## src/rtl/trap_pkg.sv

```systemverilog
// Shared types and constants for the machine-mode trap sequencer:
// FSM states, CSR addresses, privilege encodings, cause codes and mstatus update helpers.
package trap_pkg;

  localparam int XLEN = 32;

  typedef enum logic [2:0] {
    IDLE        = 3'd0,
    W_EPC       = 3'd1,
    W_CAUSE     = 3'd2,
    W_STATUS    = 3'd3,
    MRET_STATUS = 3'd4,
    REDIRECT    = 3'd5
  } state_t;

  localparam logic [11:0] CSR_MSTATUS = 12'h300;
  localparam logic [11:0] CSR_MEPC    = 12'h341;
  localparam logic [11:0] CSR_MCAUSE  = 12'h342;

  localparam logic [1:0] MMODE = 2'b11;
  localparam logic [1:0] UMODE = 2'b00;

  localparam logic [3:0] CAUSE_ECALL_U = 4'd8;
  localparam logic [3:0] CAUSE_ECALL_M = 4'd11;
  localparam logic [3:0] CAUSE_ILLEGAL = 4'd2;
  localparam logic [3:0] CAUSE_MTI     = 4'd7;
  localparam logic [3:0] CAUSE_MEI     = 4'd11;

  localparam int MSTATUS_MIE    = 3;
  localparam int MSTATUS_MPIE   = 7;
  localparam int MSTATUS_MPP_LO = 11;
  localparam int MSTATUS_MPP_HI = 12;

  // Trap entry: stack MIE into MPIE, mask interrupts, remember the trapping mode.
  function automatic logic [XLEN-1:0] trap_mstatus(input logic [XLEN-1:0] ms,
                                                   input logic [1:0] priv);
    logic [XLEN-1:0] r;
    r = ms;
    r[MSTATUS_MPIE] = ms[MSTATUS_MIE];
    r[MSTATUS_MIE]  = 1'b0;
    r[MSTATUS_MPP_HI:MSTATUS_MPP_LO] = priv;
    return r;
  endfunction

  function automatic logic [XLEN-1:0] mret_mstatus(input logic [XLEN-1:0] ms);
    logic [XLEN-1:0] r;
    r = ms;
    r[MSTATUS_MIE]  = ms[MSTATUS_MPIE];
    r[MSTATUS_MPIE] = 1'b1;
    r[MSTATUS_MPP_HI:MSTATUS_MPP_LO] = UMODE;
    return r;
  endfunction

endpackage

```

## src/rtl/trap_target_calc.sv

```systemverilog
// Trap vector target: direct mode (or any exception) jumps to the base,
// vectored mode sends interrupts to base + 4*cause.
module trap_target_calc
  import trap_pkg::*;
(
  input  logic [XLEN-1:0] mtvec,
  input  logic            is_irq,
  input  logic [3:0]      cause,
  output logic [XLEN-1:0] target
);

  logic [XLEN-1:0] base_s;

  // Select direct or vectored target.
  always_comb begin
    base_s = {mtvec[XLEN-1:2], 2'b00};
    if ((mtvec[1:0] == 2'b00) || !is_irq) begin
      target = base_s;
    end else begin
      target = base_s + {{(XLEN-6){1'b0}}, cause, 2'b00};
    end
  end

endmodule

```

## src/rtl/trap_controller.sv

```systemverilog
// Machine-mode trap sequencer: stalls the pipeline, walks the CSR write port through
// the trap-entry or mret updates, then redirects the PC and flushes.
module trap_controller
  import trap_pkg::*;
(
  input  logic            i_clk,
  input  logic            i_rst_n,
  input  logic            i_valid,
  input  logic [XLEN-1:0] i_pc,
  input  logic            i_exceptionFromInst,
  input  logic [3:0]      i_causeFromInst,
  input  logic            i_mret,
  input  logic            i_irqExternal,
  input  logic            i_irqTimer,
  input  logic [XLEN-1:0] i_mstatus,
  input  logic [XLEN-1:0] i_mtvec,
  input  logic [XLEN-1:0] i_mepc,
  input  logic            i_mieMEIE,
  input  logic            i_mieMTIE,
  output logic            o_stall,
  output logic            o_flush,
  output logic            o_pcRedirect,
  output logic [XLEN-1:0] o_redirectPc,
  output logic            o_csrWe,
  output logic [11:0]     o_csrAddr,
  output logic [XLEN-1:0] o_csrWdata,
  output logic [1:0]      o_privMode
);

  state_t          state_r;
  logic [XLEN-1:0] epc_r;
  logic [3:0]      cause_r;
  logic            is_irq_r;
  logic [1:0]      priv_r;
  logic            flush_r;
  logic            redirect_r;
  logic [XLEN-1:0] redirect_pc_r;
  logic            csr_we_r;
  logic [11:0]     csr_addr_r;
  logic [XLEN-1:0] csr_wdata_r;

  logic            irq_en_s;
  logic            ext_s;
  logic            tmr_s;
  logic            trap_s;
  logic            accept_s;
  logic [3:0]      sel_cause_s;
  logic            sel_irq_s;
  logic [XLEN-1:0] target_s;

  // Event qualification and fixed-priority cause selection.
  always_comb begin
    irq_en_s = (priv_r == UMODE) || i_mstatus[MSTATUS_MIE];
    ext_s    = i_irqExternal & i_mieMEIE & irq_en_s;
    tmr_s    = i_irqTimer & i_mieMTIE & irq_en_s;
    trap_s   = i_exceptionFromInst | ext_s | tmr_s;
    accept_s = (state_r == IDLE) && i_valid && (trap_s || i_mret);
    if (i_exceptionFromInst) begin
      // An ecall raised in M-mode reports the M-mode ecall cause.
      if ((i_causeFromInst == CAUSE_ECALL_U) && (priv_r == MMODE)) begin
        sel_cause_s = CAUSE_ECALL_M;
      end else begin
        sel_cause_s = i_causeFromInst;
      end
      sel_irq_s = 1'b0;
    end else if (ext_s) begin
      sel_cause_s = CAUSE_MEI;
      sel_irq_s   = 1'b1;
    end else if (tmr_s) begin
      sel_cause_s = CAUSE_MTI;
      sel_irq_s   = 1'b1;
    end else begin
      sel_cause_s = 4'd0;
      sel_irq_s   = 1'b0;
    end
    o_stall = (state_r != IDLE) || accept_s;
  end

  trap_target_calc u_target (
    .mtvec  (i_mtvec),
    .is_irq (is_irq_r),
    .cause  (cause_r),
    .target (target_s)
  );

  // Sequencer: each state presets the CSR write presented in the next state.
  always_ff @(posedge i_clk or negedge i_rst_n) begin
    if (!i_rst_n) begin
      state_r       <= IDLE;
      epc_r         <= {XLEN{1'b0}};
      cause_r       <= 4'd0;
      is_irq_r      <= 1'b0;
      priv_r        <= MMODE;
      flush_r       <= 1'b0;
      redirect_r    <= 1'b0;
      redirect_pc_r <= {XLEN{1'b0}};
      csr_we_r      <= 1'b0;
      csr_addr_r    <= 12'h000;
      csr_wdata_r   <= {XLEN{1'b0}};
    end else begin
      case (state_r)
        IDLE: begin
          flush_r    <= 1'b0;
          redirect_r <= 1'b0;
          if (accept_s) begin
            epc_r    <= i_mepc;
            cause_r  <= sel_cause_s;
            is_irq_r <= sel_irq_s;
            csr_we_r <= 1'b1;
            if (trap_s) begin
              state_r     <= W_EPC;
              csr_addr_r  <= CSR_MEPC;
              csr_wdata_r <= i_pc & {{(XLEN-2){1'b1}}, 2'b00};
            end else begin
              state_r     <= MRET_STATUS;
              csr_addr_r  <= CSR_MSTATUS;
              csr_wdata_r <= mret_mstatus(i_mstatus);
            end
          end else begin
            csr_we_r <= 1'b0;
          end
        end
        W_EPC: begin
          state_r     <= W_CAUSE;
          csr_addr_r  <= CSR_MCAUSE;
          csr_wdata_r <= {is_irq_r, {(XLEN-5){1'b0}}, cause_r};
        end
        W_CAUSE: begin
          state_r     <= W_STATUS;
          csr_addr_r  <= CSR_MSTATUS;
          csr_wdata_r <= trap_mstatus(i_mstatus, priv_r);
        end
        W_STATUS: begin
          state_r       <= REDIRECT;
          csr_we_r      <= 1'b0;
          priv_r        <= MMODE;
          flush_r       <= 1'b1;
          redirect_r    <= 1'b1;
          redirect_pc_r <= target_s;
        end
        MRET_STATUS: begin
          state_r       <= REDIRECT;
          csr_we_r      <= 1'b0;
          priv_r        <= i_mstatus[MSTATUS_MPP_HI:MSTATUS_MPP_LO];
          flush_r       <= 1'b1;
          redirect_r    <= 1'b1;
          redirect_pc_r <= epc_r;
        end
        REDIRECT: begin
          state_r    <= IDLE;
          flush_r    <= 1'b0;
          redirect_r <= 1'b0;
        end
        default: begin
          state_r    <= IDLE;
          csr_we_r   <= 1'b0;
          flush_r    <= 1'b0;
          redirect_r <= 1'b0;
        end
      endcase
    end
  end

  assign o_flush      = flush_r;
  assign o_pcRedirect = redirect_r;
  assign o_redirectPc = redirect_pc_r;
  assign o_csrWe      = csr_we_r;
  assign o_csrAddr    = csr_addr_r;
  assign o_csrWdata   = csr_wdata_r;
  assign o_privMode   = priv_r;

endmodule

```

## config.mk

```make
export PLATFORM = sky130hd
export DESIGN_NAME = trap_controller
export DESIGN_NICKNAME = d
export VERILOG_FILES = /design/src/rtl/trap_pkg.sv /design/src/rtl/trap_target_calc.sv /design/src/rtl/trap_controller.sv
export SDC_FILE = /design/constraint.sdc
export NUM_CORES = 1
export LEC_CHECK = 0
export CORE_AREA = 2 2 152 154
export DETAILED_ROUTE_END_ITERATION = 10
export DIE_AREA = 0 0 154 156
export PLACE_DENSITY = 0.48
export SLEW_MARGIN = 20
export SYNTH_ARGS = -nofsm -noshare
export SYNTH_HDL_FRONTEND = slang
export SYNTH_SLANG_ARGS = --single-unit
```

## constraint.sdc

```tcl
create_clock -name i_clk -period 6.6 [get_ports i_clk]
set_clock_uncertainty 0.1 [all_clocks]
set_input_delay 0.66 -clock i_clk [delete_from_list [all_inputs] [get_ports i_clk]]
set_output_delay 0.66 -clock i_clk [all_outputs]
set_load 0.01 [all_outputs]
```

==> results.cfg, run 1 <==
[sta]
post-route-period-util_pct = 53.3
sum_of_negative_setup_slack_ns = 0
max-slew-margin-rel_pct = 35.7
grt_setup_unrepaired = false
report.final.setup_viol = 0
timing.hold.ws_ns = 0.258
period_needed_ns = 3.52
timing.fmax_mhz = 284
final-hold-violation-count = 0
slew_worst_pin_ns = 0.965
final.setup.worst_slack_ns = 3.08
timing.final.max_slew_violations = 0

[final_layout]
areaGrowthSynthToFinish_pct = 48.0
finalNetCount = 873
layout_common_cells = sky130_fd_sc_hd__clkdlybuf4s50_1 (212), sky130_fd_sc_hd__dfrtp_1 (110), sky130_fd_sc_hd__nand2_1 (52)
layout-drive-gt1-share_pct = 9.02
layout_commonest_cell = sky130_fd_sc_hd__clkdlybuf4s50_1
post-route-util_pct = 36.6
insertedDiodeCount = 0
filler_cell_count = 2200

[global_routing]
grt_pass1_vias = 5126
antenna_found_initial = 2
global_route.overflow_total = 0
gr-usage-all-layers_pct = 15.2
grt_start_max_net_pins = 58
grt_first_pass_wirelength_um = 28500

[die]
fp.dieH_um = 156
effective_utilization_at_floorplan_pct = 24.7
pin_count = 223
die_width_um = 154
row_count = 55
fp.coreArea_um2 = 22400
die_area_um2 = 24000

[place]
buffer_ports.inserted = 213
gp_congestion = 0.830
dp_slack_ns = 2.98
place.detailed.hpwl_um = 13400

[power]
totalPowerFinal_mw = 3.41
power_density_nw_per_um2 = 417
ir_worst_vdd_uv = 157
cellLeakagePower_nw = 3.29

[cts]
cts_hold_repair.buffers = 0
cts_setup_buffers = 0
cts_htree_levels = 3
post_cts.resized_instances = 0
clk_pin_slew_worst_paths_ns = 0.08
cts.root.buffer_cell = sky130_fd_sc_hd__clkbuf_16
tritoncts_num_sinks = 112
clkLatencyLatePin_ns = 0.36
cts_tree = yes
cts_buffers = 9
clk_path_buf_depth = 2

[logic_synthesis]
async_flop_share_pct = 100
yosys_warnings = 0
synth_area_per_cell_um2 = 10.3
netlist_area_um2 = 5530
synth_edf_count = 0
post_synth_num_cell_types = 59
synth_largest_type_area_fraction_pct = 49.8
synth.ff_latch_count = 112
synth-main-ff-cell = sky130_fd_sc_hd__dfrtp_1
syn_inst = 535
synth.area.top_cells = sky130_fd_sc_hd__dfrtp_1 (50%), sky130_fd_sc_hd__a22oi_1 (6.5%), sky130_fd_sc_hd__mux2_2 (6.5%), sky130_fd_sc_hd__o21ai_0 (3.8%), sky130_fd_sc_hd__nand3_1 (3.6%)
synth.largest_area_cell = sky130_fd_sc_hd__dfrtp_1
synth.yosys.seq_area_share_pct = 50.8

[critical_path]
worst_r2r_startpoint = o_privMode[0]$_DFFE_PN1P_
critPathLaunchType = input port
critical_path_arrival_ns = 2.76
critPathRequiredTime_ns = 5.84
critical_path_peak_fanout = 17
worstSetupEndpointType = primary output
worstSetupPathType = input port to primary output
timing.critical_path.from = i_mstatus[3]

[run]
drv.max_cap_violation_count = 0

[routing]
drt_drc_violations_left = 0
routed_antenna_nets = 0
via_per_inst = 4.88
route.detailed.wl_per_inst_um = 18.2
vias = 4958
first_drt_iteration_drcs = 282
routed_wl_um = 18500
drt_pre_antenna_iters = 4

[worst_hold_path]
timing.hold.worst.class = input port to asynchronous set/reset pin

[run_status]
outcome = finished clean
==> per-stage QoR <==
stage,cell area (um^2),instances
after floorplan,5550,541
after global placement,7880,1001
after detailed placement,7880,1001
after CTS,8170,1017
after global routing,8180,1017
final,8180,1017
==> worst paths after layout <==
check / slack [ns] / to / cells past startpoint
worst min register to register: 0.38 / o_csrAddr[1]$_DFFE_PN0P_ / 1
max in group asynchronous: 4.93 / o_csrWdata[14]$_DFFE_PN0P_ / 2
min in group i_clk: 0.38 / o_csrAddr[1]$_DFFE_PN0P_ / 1
worst min-delay path: 0.26 / epc_r[9]$_DFFE_PN0P_ / 1
worst max register to register: 3.69 / epc_r[15]$_DFFE_PN0P_ / 4
worst max-delay path: 3.08 / o_stall / 6
==> registers in the layout, indices dropped and copies added (netlist names) <==
name / cells
cause_r: 4
o_csrWe: 1
o_redirectPc: 32
o_pcRedirect: 1
o_csrWdata: 32
epc_r: 32
state_r: 3
o_privMode: 2
o_csrAddr: 4
is_irq_r: 1
==> Yosys cell counts, drive strengths merged (2+ instances only) <==
cell type    n
o22a         5
inv          7
o21ai       45
nand2       52
dfstp        2
or4          4
a22o         3
a21oi       17
a222oi       2
mux2        32
o31ai        2
and3         6
dfrtp      110
a221o        2
nand3b       2
o21bai       3
nor4         4
xor2         4
buf         15
a211oi       2
a211o        2
nand4        6
xnor2       20
or3          2
and2         2
nor3        11
and4         2
ha           4
nand2b       3
a21o         3
mux2i        5
o211ai       3
nor2b        2
o22ai        2
a22oi       48
nor3b        4
nand3       41
clkbuf      28
nor2        13
==> layer usage <==
metal  up-vias  share of wire (%)  track usage, %
met4         2                1.0            3.29
met1      2400                 43            18.2
met2       192                 47            25.9
li1       2345                  -               -
met5         -              0.065               0
met3        19                9.0            5.78
==> worst max-delay path, stage by stage <==
cell	delay, ns
sky130_fd_sc_hd__clkdlybuf4s50_1	0.50
sky130_fd_sc_hd__o21bai_1	0.21
sky130_fd_sc_hd__a21o_1	0.57
sky130_fd_sc_hd__o21ai_0	0.15
sky130_fd_sc_hd__nand2_1	0.09
sky130_fd_sc_hd__clkdlybuf4s50_1	0.58
==> area by class of cell <==
class	count	area, um^2	share of cell area [%]
sequential	112	2810	34.3
multi-input combinational	379	2530	31.0
timing repair buffer	218	2170	26.5
tap	285	357	4.36
clock buffer	9	225	2.75
clock inverter	7	65.1	0.796
inverter	7	26.3	0.321
==> kinds of logic after synthesis <==
family          after synthesis  share of synthesized area, %
simple gates                157                          14.4
compound gates              149                          18.1
flops                       112                          50.8
buf+inv                      50                          4.14
mux                          37                          7.43
xor+xnor                     24                          3.80
fa+ha+maj                     5                          1.27
other cells                   1                        0.0679
==> report_power, final <==
| part | switching [mW] | internal (mW) |
|---|---|---|
| logic | 0.816 | 0.817 |
| registers | 0.219 | 1.02 |
| clock network | 0.276 | 0.264 |
Note: power is estimated with default switching activity, not from simulation.
==> run 2: changes to the inputs <==
==> constraint.sdc (replaced) <==
create_clock -name i_clk -period 3.35 [get_ports i_clk]
set_clock_uncertainty 0.1 [all_clocks]
set_input_delay 0.335 -clock i_clk [delete_from_list [all_inputs] [get_ports i_clk]]
set_output_delay 0.335 -clock i_clk [all_outputs]
set_load 0.01 [all_outputs]
==> run 2 against run 1 <==
Net effect: critical path depth fell by 1; setup slack got worse by 2.5 ns; final area grew 1.3%; utilization rose by 0.48 points; die area unchanged; cell count rose by 0.59%; global-route usage is 0.12 points higher; sequential share of layout area decreased by 0.44 points; combinational power grew 100%.
==> results.cfg, run 2 (synthesis results as in run 1) <==
[global_routing]
global_route.overflow_total = 0
grt_pass1_vias = 5043
gr-usage-all-layers_pct = 15.3
grt_first_pass_wirelength_um = 28800
antenna_found_initial = 2
grt_start_max_net_pins = 61

[worst_hold_path]
hold_start = o_csrAddr[0]$_DFFE_PN0P_
timing.hold.worst.class = register to register
worstHoldPathCells = 1

[sta]
final-hold-violation-count = 0
slew_worst_pin_ns = 1.11
timing.hold.ws_ns = 0.379
report.final.setup_viol = 0
period_needed_ns = 2.74
sum_of_negative_setup_slack_ns = 0
grt_setup_unrepaired = false
max-slew-margin-rel_pct = 26.0
timing.final.max_slew_violations = 0
timing.fmax_mhz = 365
post-route-period-util_pct = 81.7

[critical_path]
reg2reg_depth = 7
worst_r2r_startpoint = cause_r[0]$_DFFE_PN0P_
critical_path_peak_fanout = 12
worstSetupPathType = register to primary output
worstSetupEndpointType = primary output
critical_path_arrival_ns = 2.30
critPathLaunchType = register
timing.critical_path.from = o_privMode[0]$_DFFE_PN1P_
critPathRequiredTime_ns = 2.91

[cts]
tritoncts_num_sinks = 112
cts_buffers = 9
cts_htree_levels = 3
cts_tree = yes
clk_path_buf_depth = 2
cts_setup_buffers = 0
post_cts.resized_instances = 0
cts.root.buffer_cell = sky130_fd_sc_hd__clkbuf_16
clk_pin_slew_worst_paths_ns = 0.08
clkLatencyLatePin_ns = 0.35

[routing]
via_per_inst = 4.85
route.detailed.wl_per_inst_um = 18.1
routed_wl_um = 18500
routed_antenna_nets = 0
drt_drc_violations_left = 0
vias = 4958
first_drt_iteration_drcs = 233
drt_pre_antenna_iters = 4

[die]
die_width_um = 154
fp.coreArea_um2 = 22400
pin_count = 223
effective_utilization_at_floorplan_pct = 24.7
die_area_um2 = 24000
row_count = 55
fp.dieH_um = 156

[place]
place.detailed.hpwl_um = 13600
buffer_ports.inserted = 213
gp_congestion = 0.826
numPlacedInstances = 1006

[final_layout]
filler_cell_count = 2196
finalNetCount = 879
layout_common_cells = sky130_fd_sc_hd__clkdlybuf4s50_1 (212), sky130_fd_sc_hd__dfrtp_1 (110), sky130_fd_sc_hd__nand2_1 (52)
insertedDiodeCount = 0
areaGrowthSynthToFinish_pct = 49.9
layout_commonest_cell = sky130_fd_sc_hd__clkdlybuf4s50_1
post-route-util_pct = 37.0
layout-drive-gt1-share_pct = 9.49
layout.cells.non_filler = 1023

[run_status]
outcome = finished clean

[run]
drv.max_cap_violation_count = 0

[power]
cellLeakagePower_nw = 3.35
power_density_nw_per_um2 = 829
ir_worst_vdd_uv = 374
totalPowerFinal_mw = 6.87
-- run 2: worst paths after layout --
kind | to | slack (ns)
max in group asynchronous | o_redirectPc[12]$_DFFE_PN0P_ | 1.86
min reg2reg | o_csrAddr[0]$_DFFE_PN0P_ | 0.38
max reg2reg | o_redirectPc[26]$_DFFE_PN0P_ | 0.69
min | o_csrAddr[0]$_DFFE_PN0P_ | 0.38
max | o_stall | 0.61
min in group asynchronous | o_csrWdata[10]$_DFFE_PN0P_ | 0.46
-- run 2: critical path, cell delays in order, from the launching register on --
cell	delay [ns]
sky130_fd_sc_hd__dfstp_2	0.40
sky130_fd_sc_hd__o21bai_1	0.31
sky130_fd_sc_hd__a21o_1	0.44
sky130_fd_sc_hd__o21ai_0	0.13
sky130_fd_sc_hd__nand2_1	0.09
sky130_fd_sc_hd__clkdlybuf4s50_1	0.57
-- run 2: layer usage --
metal / share of wire (%) / track usage [%] / vias up
met3: 9.4 / 6.31 / 14
met1: 42 / 18.6 / 2393
met2: 47 / 25.5 / 189
met5: 0.065 / 0 / -
li1: - / - / 2360
met4: 1.0 / 3.07 / 2
-- run 2: power by group --
group | switching (mW) | internal [mW]
registers | 0.434 | 2.01
clock network | 0.535 | 0.617
logic | 1.61 | 1.66
-- run 2: repair_timing --
| action | CTS | global route |
|---|---|---|
| hold buffers | 1 | 0 |
| setup endpoints to repair | 0 | 0 |
| endpoints found under the hold margin | 50 | 0 |
-- run 2: through the flow --
step	setup WS, ns	cell area, um^2
after detailed placement	0.260	7950
after floorplan	0.961	5550
after CTS	0.578	8280
after global routing	0.453	8280
after global placement	0.249	7950
final	0.613	8280
-- run 2: layout make-up --
type                            count  area [um^2]  share of cell area, %
Clock buffer                       10          239                   2.89
Sequential cell                   112         2810                   33.9
Timing Repair Buffer              224         2250                   27.2
Inverter                            7         26.3                  0.317
Tap cell                          285          357                   4.31
Clock inverter                      6         81.3                  0.982
Multi-Input combinational cell    379         2520                   30.5
==> run 3: changes to the inputs <==
==> constraint.sdc (replaced) <==
create_clock -name i_clk -period 2.6 [get_ports i_clk]
set_clock_uncertainty 0.1 [all_clocks]
set_input_delay 0.26 -clock i_clk [delete_from_list [all_inputs] [get_ports i_clk]]
set_output_delay 0.26 -clock i_clk [all_outputs]
set_load 0.01 [all_outputs]
==> run 3 against run 2 <==
Net effect: clock power grew 17%; combinational power grew 35%; largest power group unchanged; non-clock buffer count grew 28; via count grew 2.7%; register-to-register slack lost 0.57 ns; setup slack lost 0.50 ns.
==> results.cfg, run 3 (synthesis results as in run 1) <==
[place]
buffer_ports.inserted = 213
gp_congestion = 0.848
place.detailed.hpwl_um = 14000
placedInstanceArea_um2 = 8200

[final_layout]
insertedDiodeCount = 0
layout-drive-gt1-share_pct = 12.9
multi_input_comb_area_um2 = 2540
layout_commonest_cell = sky130_fd_sc_hd__clkdlybuf4s50_1
post-route-util_pct = 38.0
finalNetCount = 907
finish.instance_area_um2 = 8500
layout_common_cells = sky130_fd_sc_hd__clkdlybuf4s50_1 (212), sky130_fd_sc_hd__dfrtp_1 (110), sky130_fd_sc_hd__nand2_1 (52)
areaGrowthSynthToFinish_pct = 53.8
ff_latch_area_um2 = 2810
filler_cell_count = 2191

[critical_path]
critical_path_peak_fanout = 3
critical-path-slowest-cell = sky130_fd_sc_hd__or4_4
worstSetupPathType = input port to register
r2r_setup_slack_ns = 0.12
critical_path_arrival_ns = 2.68
critPathRequiredTime_ns = 2.79
reg2reg_depth = 7
cp_cell_sequence = clkdlybuf4s50_1 > ha_4 > fa_2 > nand3_2 > a211o_1 > or4_4 > or4_1 > nand3b_1
worst_r2r_startpoint = cause_r[0]$_DFFE_PN0P_
critPathLaunchType = input port
worstSetupEndpointType = register
critical_path.reg2reg.endpoint = o_redirectPc[26]$_DFFE_PN0P_
slowest_delay_ns = 0.55

[sta]
timing.hold.ws_ns = 0.317
slew_worst_pin_ns = 0.651
sum_of_negative_setup_slack_ns = 0
timing.fmax_mhz = 402
grt_setup_unrepaired = false
final-hold-violation-count = 0
max-slew-margin-rel_pct = 56.3
period_needed_ns = 2.49
timing.final.max_slew_violations = 0
post-route-period-util_pct = 95.8
report.final.setup_viol = 0

[worst_hold_path]
timing.hold.worst.class = input port to asynchronous set/reset pin

[global_routing]
grt_first_pass_wirelength_um = 29700
gr-usage-all-layers_pct = 15.7
global_route.overflow_total = 0
grt_pass1_vias = 5323
grt_start_max_net_pins = 55
antenna_found_initial = 1

[die]
row_count = 55
pin_count = 223
fp.coreArea_um2 = 22400
die_width_um = 154
die_area_um2 = 24000
effective_utilization_at_floorplan_pct = 24.7
fp.dieH_um = 156

[cts]
clkLatencyLatePin_ns = 0.35
cts_tree = yes
cts_htree_levels = 3
cts_buffers = 9
clk_path_buf_depth = 2
tritoncts_num_sinks = 112
cts_setup_buffers = 0
cts.root.buffer_cell = sky130_fd_sc_hd__clkbuf_16
clk_pin_slew_worst_paths_ns = 0.08

[run_status]
outcome = finished clean

[routing]
via_per_inst = 4.84
drt_drc_violations_left = 0
first_drt_iteration_drcs = 247
route.detailed.wl_per_inst_um = 17.7
drt_pre_antenna_iters = 4
routed_wl_um = 18600
routed_antenna_nets = 0
vias = 5092

[power]
power_density_nw_per_um2 = 1050
ir_worst_vdd_uv = 411
cellLeakagePower_nw = 3.47

[run]
drv.max_cap_violation_count = 0
## run 3: cell types whose count changed in the layout (fill, tap and decap cells not counted), moves of 2 or more
cell / before / now
sky130_fd_sc_hd__buf_4: 8 / 33
sky130_fd_sc_hd__clkinvlp_4: 0 / 2
sky130_fd_sc_hd__clkinv_2: 0 / 2
sky130_fd_sc_hd__buf_12: 3 / 6
sky130_fd_sc_hd__inv_6: 3 / 0
## run 3: where the power goes
group	switching, mW	internal [mW]	total (mW)
Clock	0.683	0.658	1.34
Sequential	0.569	2.59	3.16
Combinational	2.10	2.33	4.43
## run 3: per-stage QoR
stage	power [mW]	setup slack, ns	cells
after floorplan	5.36	0.211	541
after global placement	7.58	-0.237	1034
after detailed placement	7.66	-0.301	1034
after CTS	9.04	0.0408	1051
after global routing	9.62	0.0196	1051
final	8.92	0.110	1051
## run 3: area by class of cell
cell class	instances	share of cell area (%)
clock buffers	10	2.69
inverters	7	0.309
well taps	285	4.20
multi-input cells	379	29.9
flip-flops and latches	112	33.0
clock inverters	6	0.530
repair buffers	252	29.4
## run 3: routing by layer
metal / GRT usage [%] / wire length, um / vias up
met2: 26.5 / 8800 / 174
li1: - / - / 2400
met3: 4.94 / 1500 / 16
met1: 19.4 / 8050 / 2500
met5: 0 / 17 / -
met4: 4.09 / 245 / 2
## run 3: worst max path at each step
| stage | slack (ns) | depth (start not counted) | startpoint | to |
|---|---|---|---|---|
| floorplan | 0.21 | 7 | cause_r[0]$_DFFE_PN0P_ | o_redirectPc[26]$_DFFE_PN0P_ |
| global placement | -0.24 | 9 | i_mtvec[2] | o_redirectPc[30]$_DFFE_PN0P_ |
| detailed placement | -0.30 | 8 | i_mtvec[2] | o_redirectPc[26]$_DFFE_PN0P_ |
| CTS | 0.04 | 7 | cause_r[0]$_DFFE_PN0P_ | o_redirectPc[26]$_DFFE_PN0P_ |
| global route | 0.02 | 7 | cause_r[0]$_DFFE_PN0P_ | o_redirectPc[26]$_DFFE_PN0P_ |
| finish | 0.11 | 8 | i_mtvec[2] | o_redirectPc[26]$_DFFE_PN0P_ |
## run 3: critical path: cells and delay by family
family | cells | cell delay [ns]
compound gates | 1 | 0.32
simple gates | 4 | 1.16
fa+ha+maj | 2 | 0.39
buf+inv | 1 | 0.54
## run 3: timing repair
action	4_1_cts	5_1_grt
resized for setup	0	3
endpoints found under the hold margin	29	0
endpoints found under the setup margin	0	4
hold buffers	1	0
